**src/rtl/slave_port_arbiter.sv**
```systemverilog
// Shares one slave port among MASTER_NUM masters; read IDs are kept in an in-order FIFO to steer responses back.
// Two-cycle request-to-ack; reads stall while the ID FIFO is full. ARB_FIXED_PRIO_EN selects lowest-index-first arbitration.
module slave_port_arbiter #(
  parameter int MASTER_NUM  = 2,
  parameter int ADDR_WIDTH  = 32,
  parameter int DATA_WIDTH  = 32,
  parameter int OUTST_DEPTH = 8
) (
  input  logic                             aclk,
  input  logic                             aresetn,
  input  logic [MASTER_NUM-1:0]            m_req,
  input  logic [MASTER_NUM-1:0]            m_cmd,
  input  logic [MASTER_NUM*ADDR_WIDTH-1:0] m_addr,
  input  logic [MASTER_NUM*DATA_WIDTH-1:0] m_wdata,
  output logic [MASTER_NUM-1:0]            m_ack,
  output logic [MASTER_NUM-1:0]            m_resp,
  output logic [DATA_WIDTH-1:0]            m_rdata,
  output logic                             s_req,
  output logic                             s_cmd,
  output logic [ADDR_WIDTH-1:0]            s_addr,
  output logic [DATA_WIDTH-1:0]            s_wdata,
  input  logic                             s_ack,
  input  logic                             s_resp,
  input  logic [DATA_WIDTH-1:0]            s_rdata,
  output logic                             busy,
  output logic [$clog2(OUTST_DEPTH):0]     outst_cnt
);

  localparam int IW = (MASTER_NUM > 1) ? $clog2(MASTER_NUM) : 1;
  localparam int PW = $clog2(OUTST_DEPTH);

  typedef enum logic {IDLE, GRANT} state_t;

  state_t                state, state_nxt;
  logic [MASTER_NUM-1:0] grant, grant_nxt;
  logic [IW-1:0]         gidx, pick_idx;
  logic                  pick_vld;
  logic [IW-1:0]         fifo_mem [OUTST_DEPTH];
  logic [PW-1:0]         wr_ptr, rd_ptr;
  logic [PW:0]           cnt;
  logic                  full, empty, push, pop, xfer, g_req, g_rd;
`ifndef ARB_FIXED_PRIO_EN
  logic [IW-1:0]         rr_ptr;
  int                    j;
`endif

  assign full  = (cnt == (PW+1)'(OUTST_DEPTH));
  assign empty = (cnt == '0);
  assign pop   = s_resp & ~empty;
  assign g_req = m_req[gidx];
  assign g_rd  = ~m_cmd[gidx];
  assign xfer  = s_req & s_ack;
  assign push  = xfer & g_rd;

  assign m_rdata   = s_rdata;
  assign busy      = (state == GRANT);
  assign outst_cnt = cnt;

  always_comb begin
    gidx = '0;
    for (int i = 0; i < MASTER_NUM; i++)
      if (grant[i]) gidx = IW'(i);
  end

  always_comb begin
    pick_vld = 1'b0;
    pick_idx = '0;
`ifdef ARB_FIXED_PRIO_EN
    for (int i = MASTER_NUM - 1; i >= 0; i--) begin
      if (m_req[i]) begin
        pick_vld = 1'b1;
        pick_idx = IW'(i);
      end
    end
`else
    j = 0;
    for (int i = 0; i < MASTER_NUM; i++) begin
      j = int'(rr_ptr) + i;
      if (j >= MASTER_NUM) j = j - MASTER_NUM;
      if (!pick_vld && m_req[j[IW-1:0]]) begin
        pick_vld = 1'b1;
        pick_idx = j[IW-1:0];
      end
    end
`endif
  end

  always_ff @(posedge aclk) begin
    if (!aresetn) begin
      state <= IDLE;
      grant <= '0;
    end else begin
      state <= state_nxt;
      grant <= grant_nxt;
    end
  end

  // A full-blocked read keeps its grant; only a transfer or a dropped request releases it.
  always_comb begin
    state_nxt = state;
    grant_nxt = grant;
    case (state)
      IDLE: begin
        if (pick_vld) begin
          state_nxt = GRANT;
          grant_nxt = MASTER_NUM'(1) << pick_idx;
        end
      end
      GRANT: begin
        if (xfer || !g_req) begin
          state_nxt = IDLE;
          grant_nxt = '0;
        end
      end
      default: begin
        state_nxt = IDLE;
        grant_nxt = '0;
      end
    endcase
  end

  // A response popping the full FIFO frees a slot in the same cycle, so a blocked read may push alongside it.
  always_comb begin
    s_req   = 1'b0;
    s_cmd   = 1'b0;
    s_addr  = '0;
    s_wdata = '0;
    m_ack   = '0;
    m_resp  = '0;
    if (state == GRANT) begin
      s_req   = g_req & ~(g_rd & full & ~pop);
      s_cmd   = m_cmd[gidx];
      s_addr  = m_addr[int'(gidx)*ADDR_WIDTH +: ADDR_WIDTH];
      s_wdata = m_wdata[int'(gidx)*DATA_WIDTH +: DATA_WIDTH];
      m_ack[gidx] = xfer;
    end
    m_resp[fifo_mem[rd_ptr]] = pop;
  end

  always_ff @(posedge aclk) begin
    if (!aresetn) begin
      wr_ptr <= '0;
      rd_ptr <= '0;
      cnt    <= '0;
`ifndef ARB_FIXED_PRIO_EN
      rr_ptr <= '0;
`endif
    end else begin
      if (push) wr_ptr <= wr_ptr + 1'b1;
      if (pop)  rd_ptr <= rd_ptr + 1'b1;
      case ({push, pop})
        2'b10:   cnt <= cnt + 1'b1;
        2'b01:   cnt <= cnt - 1'b1;
        default: cnt <= cnt;
      endcase
`ifndef ARB_FIXED_PRIO_EN
      if (xfer) rr_ptr <= (int'(gidx) == MASTER_NUM - 1) ? '0 : gidx + 1'b1;
`endif
    end
  end

  always_ff @(posedge aclk) begin
    if (push) fifo_mem[wr_ptr] <= gidx;
  end

endmodule
```
**config.mk**
```make
export PLATFORM = sky130hd
export DESIGN_NAME = slave_port_arbiter
export DESIGN_NICKNAME = d
export VERILOG_FILES = /design/src/rtl/slave_port_arbiter.sv
export SDC_FILE = /design/constraint.sdc
export NUM_CORES = 1
export LEC_CHECK = 0
export CAP_MARGIN = 10
export CORE_AREA = 2 2 105 107
export CTS_CLUSTER_SIZE = 25
export DETAILED_ROUTE_END_ITERATION = 16
export DIE_AREA = 0 0 107 109
export PLACE_DENSITY = 0.84
export SYNTH_ARGS = -nofsm -noshare
export SYNTH_HDL_FRONTEND = slang
export SYNTH_SLANG_ARGS = --single-unit
```
**constraint.sdc**
```tcl
create_clock -name aclk -period 3.79 [get_ports aclk]
set_input_delay 0.758 -clock aclk [delete_from_list [all_inputs] [get_ports aclk]]
set_output_delay 0.758 -clock aclk [all_outputs]
set_load 0.005 [all_outputs]
```
# Word-level counts from Yosys, hierarchy flattened
# Memory sizes are Yosys's and may differ from the RTL's. A register that Yosys moved wholly into a read port is not among the register bits.
# Index checks and enable logic that the tools add are counted.
# word_totals
word_cells	89
output_inout_bits	107
inputBits	168
ram_bits	8
n_memories	1
regBits	14
# memory_table
memory	depth	width	read_ports	rd_ports_with_merged_regs	write_ports	line	rtl
fifo_mem	8	1	1	1	1	38	logic [IW-1:0] fifo_mem [OUTST_DEPTH];
# classes
n_shift	3
n_eq_ne	5
add_sub_neg	8
bitwise	13
magnitude_cmp	8
mux	36
reduce_logical	9
# ops
operator	n
$shiftx A64 B7 Y32	2
$mux W32	2
$mux W1	24
$lt A1 B2 Y1 const B	4
$pmux W4 S2	1
$add A3 B1 Y3 const B	2
$and A1 B1 Y1	6
$mux W2	3
$mux W3	2
$not A1 Y1	5
$add A4 B1 Y4 const B	1
$and A2 B2 Y2	2
$eq A4 B4 Y1 const B	1
$logic_not A4 Y1	1
$pmux W2 S2	1
$sub A4 B1 Y4 const B	1
$logic_and A1 B1 Y1	3
$add A1 B1 Y2 const B	1
$demux W1 S1	2
$eq A2 B1 Y1 const B	1
$eq A2 B2 Y1 const B	1
$ge A1 B1 Y1 const B	2
$ge A1 B2 Y1 const B	1
$ge A2 B2 Y1 const B	1
10 further kinds	12

# Depth between registers and ports, before layout
# depth
depth_word	13
ltp_mapped	12

# Least setup slack after synthesis
# No wires, ideal clock.
# synth_timing
kind	input to register
start	input m_cmd[1]
end	register cnt[2] (netlist: outst_cnt[2])
setup_time_ns	0.070
t_arrival_ns	2.664
t_required_ns	3.720
cell_stages	10
path_slack_ns	1.056
path_buffers	0
path_cell_list	mux2i_2 nor3b_4 inv_2 ha_1 xor2_1 ha_1 a21oi_1 xor2_1 or3_1 a21boi_1
# synth_via
elab_chain_len	12
elab_cells_between_ends	14
# synth_lines
element	line	rtl
start, declared	12	input logic [MASTER_NUM-1:0] m_cmd,
$mux W1 (implied by the code) * (2 in a row)	51	assign g_rd = ~m_cmd[gidx];
$not A1 Y1 *	51	
$and A1 B1 Y1 (2 in a row)	131	s_req = g_req & ~(g_rd & full & ~pop);
$not A1 Y1	131	
$and A1 B1 Y1	131	
$mux W1	130	if (state == GRANT) begin
$and A1 B1 Y1	52	assign xfer = s_req & s_ack;
$and A1 B1 Y1 *	53	assign push = xfer & g_rd;
$eq A2 B1 Y1 / $eq A2 B2 Y1 (equally long branches)	151	case ({push, pop})
$pmux W4 S2 / $reduce_bool A2 Y1 (equally long branches)	-	
end signal, assigned	152	2'b10: cnt <= cnt + 1'b1;
end signal, assigned	153	2'b01: cnt <= cnt - 1'b1;
end signal, assigned	154	default: cnt <= cnt;
end, declared	40	logic [PW:0] cnt;
# Every way passes the cells marked *; elsewhere a longest branch is shown, timed or not. The select of a mux whose other input is x is not followed.
# A chain may end at the register's enable or synchronous reset.

# Worst setup path in the final report
# layout_timing
start	input m_req[1]
end	register cnt[2] (netlist: outst_cnt[2])
# layout_via
elab_chain_len	8
elab_cells_between_ends	10
# layout_lines
element	line	rtl
start, declared	11	input logic [MASTER_NUM-1:0] m_req,
$mux W1 (implied by the code) * (2 in a row)	50	assign g_req = m_req[gidx];
$and A1 B1 Y1 *	131	
$mux W1 *	130	
$and A1 B1 Y1 *	52	
$and A1 B1 Y1 *	53	
$eq A2 B1 Y1 / $eq A2 B2 Y1 (equally long branches)	151	
$pmux W4 S2 / $reduce_bool A2 Y1 (equally long branches)	-	
# Marks and branches as above.

==> summary.txt <==
OUTCOME
----------------------------------------------------------------------------------------------------
Status                                                                                  finished, final reports clean

TIMING
----------------------------------------------------------------------------------------------------
Slew @ Worst Pin                                                                              633 ps
Max Clk Rate                                                                               0.299 GHz
Tcrit/Tclk final                                                                               0.882
Worst rel slew slack                                                                           0.576
Post-route clock skew                                                                        2.22 ps
Endpoints failing hold                                                                             0
Minimum setup slack in the final design                                                       447 ps
Setup total negative slack                                                                      0 ps
Slew Viols, Final                                                                                  0
Unrepaired setup endpoints after global routing                                                false
Final setup violation count                                                                        0
Minimum hold slack                                                                            476 ps
Period minus WS final                                                                        3340 ps

DIE
----------------------------------------------------------------------------------------------------
Overall die width                                                                             107 µm
I/O Pins                                                                                         275
Initial standard-cell utilization of the core                                                  0.247
Std-Cell Rows                                                                                     38
Die Y-Extent                                                                                  109 µm
Core ar.                                                                                  0.0106 mm²
Die outline area                                                                          0.0117 mm²

ROUTE
----------------------------------------------------------------------------------------------------
Routed Antenna Nets                                                                                0
Final routed wire length divided by cell count                                               15.3 µm
Length of the first detailed-routing pass in iterations                                            4
Post-route DRC violation count                                                                     0
1st-iter DRT viols                                                                               107
Detailed-route via count                                                                        2682
Routed wire length                                                                           9.20 mm
Vias per cell                                                                                   4.46

SYNTH
----------------------------------------------------------------------------------------------------
Async set-or-reset flop fraction in the synthesized netlist                                        0
Syn Nets                                                                                         469
Gate count after technology mapping                                                              296
Mean area per synthesized cell                                                              8.86 µm²
Cell area after synthesis                                                                0.00262 mm²
Main flop type after synthesis                                                          sky130_fd_sc_hd__dfxtp_1
Sequential element share of the synthesized area                                               0.214
Distinct cell type count after synthesis                                                          42
Number of warnings issued by yosys                                                                 0
Yosys reg bits                                                                                    24
Number of synthesized flops with an enable pin                                                     8

WORST SETUP PATH
----------------------------------------------------------------------------------------------------
Maximum fanout count along the critical path                                                      10
Register-to-Register Setup Slack                                                              920 ps
Critical Path AT                                                                             3540 ps
FF-to-FF Start                                                                          outst_cnt[1]
Worst setup path endpoint                                                               outst_cnt[2]
Critical path start-end classification                                                        in2reg
Critical R2R Capture                                                                    outst_cnt[2]
Nature of the critical path startpoint                                                  primary input
Critical Path RT                                                                             3990 ps
Worst Setup SP                                                                              m_req[1]
Critical Path Sink Type                                                                    flip-flop
Cells on worst reg2reg path                                                                       11

CTS
----------------------------------------------------------------------------------------------------
CTS Hold Bufs                                                                                      0
Max Buffers Root-to-Sink                                                                           2
Clock tree from TritonCTS                                                                        yes
H-tree depth                                                                                       1
Clock-pin slew reported for the worst setup and hold paths after clock tree synthesis          80 ps
Number of sinks handled by clock tree synthesis                                                   24
Inserted Clock Buffers                                                                             3
Clock Root Buffer                                                                       sky130_fd_sc_hd__clkbuf_8
Post-CTS setup-driven buffer insertion count                                                       0
Number of gates resized after CTS                                                                  0
Worst skew pair latency                                                                       270 ps

GLOBAL ROUTE
----------------------------------------------------------------------------------------------------
Number of antenna violations at the first check in global routing                                  0
Congestion Overflow GR                                                                             0
Via count of the first global-routing pass                                                      2694
Total routing resource utilization after global routing                                        0.149
Maximum number of pins on one net before global-route repair                                      74
Global-route wire length before repair                                                       13.8 mm

FINISH
----------------------------------------------------------------------------------------------------
Number of inserted diodes                                                                          0
Filler Cell Count                                                                                991
Layout overhead on the synthesized area                                                        78.0%
Commonest non-fill, non-tap cells in the layout                                         sky130_fd_sc_hd__clkdlybuf4s50_1 (210), sky130_fd_sc_hd__mux2i_1 (71), sky130_fd_sc_hd__nor2b_1 (67)
Fraction of final layout cells with drive strength greater than 1                             0.0498
Most common cell after layout, fill and taps aside                                      sky130_fd_sc_hd__clkdlybuf4s50_1
Nets                                                                                             636

PLACED DESIGN
----------------------------------------------------------------------------------------------------
Setup slack at placement                                                                      175 ps
Final GP Congestion                                                                            0.781
Port Buffers                                                                                     210
Post-detailed-placement half-perimeter wirelength                                            7.90 mm

POWER AND IR DROP
----------------------------------------------------------------------------------------------------
Power density over the cells                                                              194 mW/mm²
Worst VDD drop                                                                              0.174 mV
PnR Total Power                                                                             0.905 mW
Static Leak                                                                                  1.58 nW

FLOW RUN
----------------------------------------------------------------------------------------------------
Reported max-cap violation count                                                                   0

HOLD PATH
----------------------------------------------------------------------------------------------------
Path class of the lowest-slack min-delay path                                                reg2reg
Cell depth of the worst hold path                                                                  2

[power breakdown]
group / switching (mW) / leakage (nW) / internal [mW]
clock network: 0.0797 / 0.0339 / 0.115
logic: 0.144 / 1.34 / 0.286
registers: 0.00906 / 0.202 / 0.272
total: 0.232 / 1.58 / 0.673
[cell usage after synthesis (5+ instances only)]
library cell	n	area, µm²
sky130_fd_sc_hd__a21oi_1	5	25.0
sky130_fd_sc_hd__buf_2	7	35.0
sky130_fd_sc_hd__buf_4	33	248
sky130_fd_sc_hd__clkbuf_1	10	37.5
sky130_fd_sc_hd__dfxtp_1	16	320
sky130_fd_sc_hd__edfxtp_1	8	240
sky130_fd_sc_hd__ha_1	5	62.6
sky130_fd_sc_hd__mux2i_1	71	711
sky130_fd_sc_hd__nand2_1	14	52.6
sky130_fd_sc_hd__nand2b_1	6	37.5
sky130_fd_sc_hd__nor2b_1	67	419
sky130_fd_sc_hd__nor3_1	6	30.0
[logic make-up (layout without fill, tap and decap cells)]
kind of cell	after synthesis	count (layout)	share of synthesized area
and+or+nand+nor	116	116	0.279
muxes	75	75	0.299
buffers and inverters	55	221	0.129
DFF	24	24	0.214
AOI/OAI and AO/OA	17	17	0.0420
adders and majority gates	5	5	0.0238
xor gates and xnor gates	4	4	0.0134
[per-stage QoR]
| stage | std cells | util | instance area, µm² |
|---|---|---|---|
| 5_1_grt | 602 | 0.441 | 4670 |
| 4_1_cts | 602 | 0.441 | 4670 |
| 3_3_place_gp | 598 | 0.434 | 4600 |
| 3_5_place_dp | 598 | 0.434 | 4600 |
| 6_report | 602 | 0.441 | 4670 |
| 2_1_floorplan | 296 | - | 2620 |
[area by class of cell]
cell class                      count  area, µm²  area share
Multi-Input combinational cell    217       1720       0.369
Sequential cell                    24        566       0.121
Timing Repair Buffer              213       2120       0.455
Inverter                            4       15.0     0.00321
Tap cell                          140        175      0.0375
Clock buffer                        4       66.3      0.0142
[critical path, cell delays in order]
cell and delay [ps]:
sky130_fd_sc_hd__clkdlybuf4s50_1 580, sky130_fd_sc_hd__mux2_4 200, sky130_fd_sc_hd__nand3_2 160, sky130_fd_sc_hd__nor3b_4 290, sky130_fd_sc_hd__inv_2 160, sky130_fd_sc_hd__ha_1 300, sky130_fd_sc_hd__xor2_1 170, sky130_fd_sc_hd__ha_1 190
sky130_fd_sc_hd__a21oi_1 150, sky130_fd_sc_hd__xor2_1 100, sky130_fd_sc_hd__or3_1 320, sky130_fd_sc_hd__a21boi_1 160
[layer usage]
metal / vias up / GRT usage / routed length (µm)
met5: - / 0 / 0
li1: 1312 / - / -
met1: 1212 / 0.177 / 3590
met3: 6 / 0.0395 / 708
met2: 152 / 0.274 / 4830
met4: 0 / 0.0260 / 71
[how the worst min path moves through the flow]
stage           start  endpoint  slack, ps
6_report       rr_ptr    rr_ptr        480
5_1_grt        rr_ptr    rr_ptr        510
4_1_cts        rr_ptr    rr_ptr        470
3_5_place_dp   rr_ptr    rr_ptr        460
3_3_place_gp   rr_ptr    rr_ptr        480
2_1_floorplan  rr_ptr    rr_ptr        420
(Power assumes the default switching activity.)
